### src/rtl/alu_arbiter.sv
// Two-requester round-robin front end for a shared combinational ALU:
// grants one operation at a time, registers its operands and captures the result.
module alu_arbiter (
  input  logic        clk,
  input  logic        rst,
  input  logic        Req0,
  input  logic        Req1,
  input  logic [15:0] Src1_0,
  input  logic [15:0] Src1_1,
  input  logic [15:0] Src2_0,
  input  logic [15:0] Src2_1,
  input  logic [2:0]  Op0,
  input  logic [2:0]  Op1,
  input  logic [15:0] AluResult,
  input  logic        AluZero,
  output logic        Done0,
  output logic        Done1,
  output logic [15:0] AluSrc1,
  output logic [15:0] AluSrc2,
  output logic [2:0]  AluCtrl,
  output logic [15:0] Result,
  output logic        Zero,
  output logic        Busy
);

  // state | meaning
  // IDLE  | sampling requests, no operation in flight
  // EXEC  | operands on the ALU, result captured at the end of this cycle
  // DONE  | result valid, completion pulse to the owner
  typedef enum logic [1:0] {
    IDLE = 2'd0,
    EXEC = 2'd1,
    DONE = 2'd2
  } state_t;

  state_t      state_q;
  logic        owner_q;
  logic        last_q;
  logic [15:0] alu_src1_q;
  logic [15:0] alu_src2_q;
  logic [2:0]  alu_ctrl_q;
  logic [15:0] result_q;
  logic        zero_q;

  logic        any_req;
  logic        winner_d;

  // With both requesting, the one that was not served last wins.
  always_comb begin
    any_req  = Req0 | Req1;
    winner_d = (Req0 && Req1) ? ~last_q : Req1;
  end

  always_ff @(posedge clk or negedge rst) begin
    if (!rst) begin
      state_q    <= IDLE;
      owner_q    <= 1'b0;
      last_q     <= 1'b1;
      alu_src1_q <= 16'h0000;
      alu_src2_q <= 16'h0000;
      alu_ctrl_q <= 3'b000;
      result_q   <= 16'h0000;
      zero_q     <= 1'b0;
    end else begin
      case (state_q)
        IDLE: begin
          if (any_req) begin
            owner_q    <= winner_d;
            alu_src1_q <= winner_d ? Src1_1 : Src1_0;
            alu_src2_q <= winner_d ? Src2_1 : Src2_0;
            alu_ctrl_q <= winner_d ? Op1 : Op0;
            state_q    <= EXEC;
          end
        end
        EXEC: begin
          result_q <= AluResult;
          zero_q   <= AluZero;
          state_q  <= DONE;
        end
        DONE: begin
          last_q  <= owner_q;
          state_q <= IDLE;
        end
        default: state_q <= IDLE;
      endcase
    end
  end

  assign Done0   = (state_q == DONE) && !owner_q;
  assign Done1   = (state_q == DONE) &&  owner_q;
  assign Busy    = (state_q != IDLE);
  assign AluSrc1 = alu_src1_q;
  assign AluSrc2 = alu_src2_q;
  assign AluCtrl = alu_ctrl_q;
  assign Result  = result_q;
  assign Zero    = zero_q;

endmodule

### config.mk
export PLATFORM = sky130hd
export DESIGN_NAME = alu_arbiter
export DESIGN_NICKNAME = d
export VERILOG_FILES = /design/src/rtl/alu_arbiter.sv
export SDC_FILE = /design/constraint.sdc
export NUM_CORES = 1
export LEC_CHECK = 0
export CAP_MARGIN = 20
export CORE_MARGIN = 2
export CORE_UTILIZATION = 35
export DETAILED_ROUTE_END_ITERATION = 8
export GPL_ROUTABILITY_DRIVEN = 0
export PLACE_DENSITY = 0.85
export SKIP_LAST_GASP = 1
export SLEW_MARGIN = 25
export SYNTH_ARGS = -nofsm -noshare
export SYNTH_HDL_FRONTEND = slang
export SYNTH_SLANG_ARGS = --single-unit
### constraint.sdc
create_clock -name clk -period 1.8 [get_ports clk]
set_clock_uncertainty 0.1 [all_clocks]
set_input_delay 0.18 -clock clk [delete_from_list [all_inputs] [get_ports clk]]
set_output_delay 0.18 -clock clk [all_outputs]
set_load 0.01 [all_outputs]
### Word level (Yosys, flattened, before mapping)

Index checks and enable logic that the tools add are counted.
Widths: inputs -> output; s select.

| storage, ports and cells | value |
|---|---|
| bits of input ports | 91 |
| flip-flop bits (word level) | 56 |
| output and inout bits | 55 |
| word-level logic and storage cells | 26 |

| operators by class | value |
|---|---|
| bitwise operators | 2 |
| reduce and logical (&&, ||, !) cells | 7 |
| eq/ne operators | 3 |
| multiplexer cells | 6 |

Operator list:

| operator | number |
|---|---|
| $mux 16 | 2 |
| $pmux 2 s2 | 1 |
| $logic_and 1x1->1 | 3 |
| $mux 3 | 1 |
| $eq 2x1->1 const B | 1 |
| $eq 2x2->1 const B | 1 |
| $logic_not 2->1 | 1 |
| $mux 2 | 1 |
| $ne 2x2->1 const B | 1 |
| $reduce_and 2->1 | 1 |
| $reduce_bool 2->1 | 1 |
| $logic_not 1->1 | 1 |
| $mux 1 | 1 |
| $not 1->1 | 1 |
| $or 1x1->1 | 1 |

### Depth between registers and ports, before layout

| depth | value |
|---|---|
| depth after elaboration | 3 |
| depth in mapped cells | 5 |
| mapped depth without buffers | 3 |

### Least setup slack after synthesis

OpenSTA, ideal clock, no wires.

| timing | value |
|---|---|
| path type | register to register |
| start | register last_q |
| end | register alu_ctrl_q[0] (netlist: AluCtrl[0]) |
| clock period less this slack | 1.668 ns |
| cell stages (with the launch flop) | 6 |
| required time | 1.575 ns |
| buffers on the path | 2 |
| setup time | 0.125 ns |
| path slack | 0.132 ns |
| arrival time | 1.442 ns |
| cells stage by stage | dfstp_2 a21bo_1 buf_6 buf_12 mux2_4 mux2_4 |

| on the way | value |
|---|---|
| word-level cells in the longest chain between the ends | 3 |

Ends and longest elaborated chain:

| item | line | text |
|---|---|---|
| start, declared | 38 | `logic last_q;` |
| start signal, assigned | 81 | `last_q <= owner_q;` |
| $not 1->1 | 51 | `winner_d = (Req0 && Req1) ? ~last_q : Req1;` |
| $mux 1 | 51 |  |
| $mux 3 | 71 | `alu_ctrl_q <= winner_d ? Op1 : Op0;` |
| end signal, assigned | 71 |  |
| end, declared | 41 | `logic [2:0] alu_ctrl_q;` |

Every way passes these cells.
A chain may end at the register's enable or synchronous reset.

### Worst setup path in the final report

| timing | value |
|---|---|
| start | register last_q |
| end | register alu_ctrl_q[2] (netlist: AluCtrl[2]) |

Same word-level chain as after synthesis.

==> results.txt <==
status: finished, final reports clean
post-route ant nets: 0
Cells after Synth: 165
Setup CP Type: reg -> reg
Num Clock Sinks: 56
max-slew violations: 0
Max H-tree Level: 2
multi-input logic area: 1260 um^2
CP arrival: 1830 ps
core area: 7690 um^2
IO Port Bufs: 145
setup TNS: 0 ps
Max Cap Violations: 0
total track usage: 0.148
GR Overflow Total: 0
placed insts: 414
post-place setup slack: -176 ps
Min-Delay Path Class: in -> async
RSZ-0062 raised after global routing: no
sequential area share after synthesis: 0.505
syn avg cell area: 16.8 um^2
max_slew headroom: 0.654
clock slew at reported path FFs: 90 ps
IO Pins: 146
vias in the first global route: 2120
fin crit period: 1750 ps
r2r worst-path depth: 4
non-filler cells, final: 423
DRC violations left: 0
largest net degree at the start of global routing: 25
CP Data Required Time: 1890 ps
die width: 93.0 um
commonest non-fill, non-tap cell in the layout: clkdlybuf4s50_1
Placement Rows: 32
post-synth top area share: 0.496
layout cells sized above 1: 0.340
Power per Cell Area: 1500 nW/um^2
initial antenna violation count: 0
Startpoint Class: register
synthesized net count: 256
Max IR drop VDD: 0.676 mV
placed cell area: 4370 um^2
routed len/inst: 15.4 um
area grow syn2layout: 61.0%
Final Hold Fails: 0
initial DRC count: 30
Initial Util: 0.361
synth warn: 0
Detail Placement HPWL: 5070 um
# diodes: 0
Avg Vias per Cell: 4.50
critical-path maximum fanout: 19
dominant cell type by area after synthesis: dfrtp_1
first-pass GRT wire length: 10100 um
Distinct cells, synth: 15
Reg2Reg Capture Point: AluCtrl[2]
worst setup margin: 54.4 ps
nature of the critical path endpoint: register
CTS tree: yes
top post-synthesis cells by area: dfrtp_1 50%, mux2_4 31%, mux2_2 12%
Via Count: 1905
first-pass iteration count of the detailed router: 4
synthesized cell area: 2780 um^2
total power: 6.72 mW
clock root buffer: clkbuf_8
worst-margin pin slew: 519 ps
Worst-Skew Late Latency: 300 ps
R2R Setup Slk: 50 ps
static leakage: 1.98 nW
Reg2Reg Launch Point: last_q
Fmax: 573 MHz
final WL: 6510 um
Final period util: 0.970
design area: 4470 um^2
final core utilization: 0.581
die area: 8660 um^2
commonest non-fill, non-tap cells in the layout: 142 x clkdlybuf4s50_1, 58 x mux2_4, 55 x dfrtp_1
register area: 1400 um^2
CTS buffer count: 5
Post-layout nets: 411
Finish-stage setup viols: 0
#FFs+latches synth: 56
fillers: 624
die height: 93.0 um
worst hold margin: 299 ps
maximum clock path buffer count: 2
## flip-flops by register name, indices dropped and copies added, names as in the netlist
signal	count
AluCtrl	3
AluSrc1	16
AluSrc2	16
Result	16
Zero	1
last_q	1
owner_q	1
state_q	2
## report_power, final
part / internal, mW / switching (mW)
registers: 1.92 / 0.358
logic: 2.49 / 1.28
clock network: 0.279 / 0.384
total: 4.69 / 2.03
## cell usage after synthesis (all sizes together)
master and instances:
a21bo 1, a21o 1, buf 10, dfrtp 55, dfstp 1, inv 3, mux2 87, nand2b 2
nor2 3, o21a 1, o22ai 1
## metal layers
metal	vias to the layer above	global-route usage	wire length, um
met2	80	0.284	3450
met4	0	0.0257	23
li1	888	-	-
met5	-	0	0
met3	2	0.0387	426
met1	935	0.166	2600
## how the worst max path moves through the flow
stage	startpoint	to	slack [ps]	cells after the start
final	last_q	AluCtrl[2]	50	4
after CTS	last_q	AluCtrl[2]	30	4
after detailed placement	Req0	AluCtrl[2]	-180	5
after global routing	last_q	AluCtrl[2]	10	4
after global placement	Req0	AluSrc1[12]	-150	5
after floorplan	last_q	AluCtrl[0]	130	5
## logic make-up after synthesis
logic type	synth area share
buf+inv	0.0433
simple gates	0.00857
mux	0.431
flops	0.505
compound gates	0.0113
## what timing repair did
action	CTS	global route
setup endpoints to repair	28	0
gates resized for setup	3	0
hold endpoints to repair	18	0
hold buffers	1	0
buffers inserted	0	0
## cell type report
cell class,count,area share
inverters,3,0.00252
clock buffers,7,0.0171
well taps,102,0.0286
flip-flops and latches,56,0.314
clock inverters,1,0.00196
multi-input cells,96,0.282
repair buffers,158,0.354
## critical path, cell delays in order (launching register included)
cell and delay (ps):
dfstp_2 550, a21bo_4 190, buf_12 200, mux2_4 320, mux2_4 260
No activity file was read; power rests on OpenSTA's default activity.
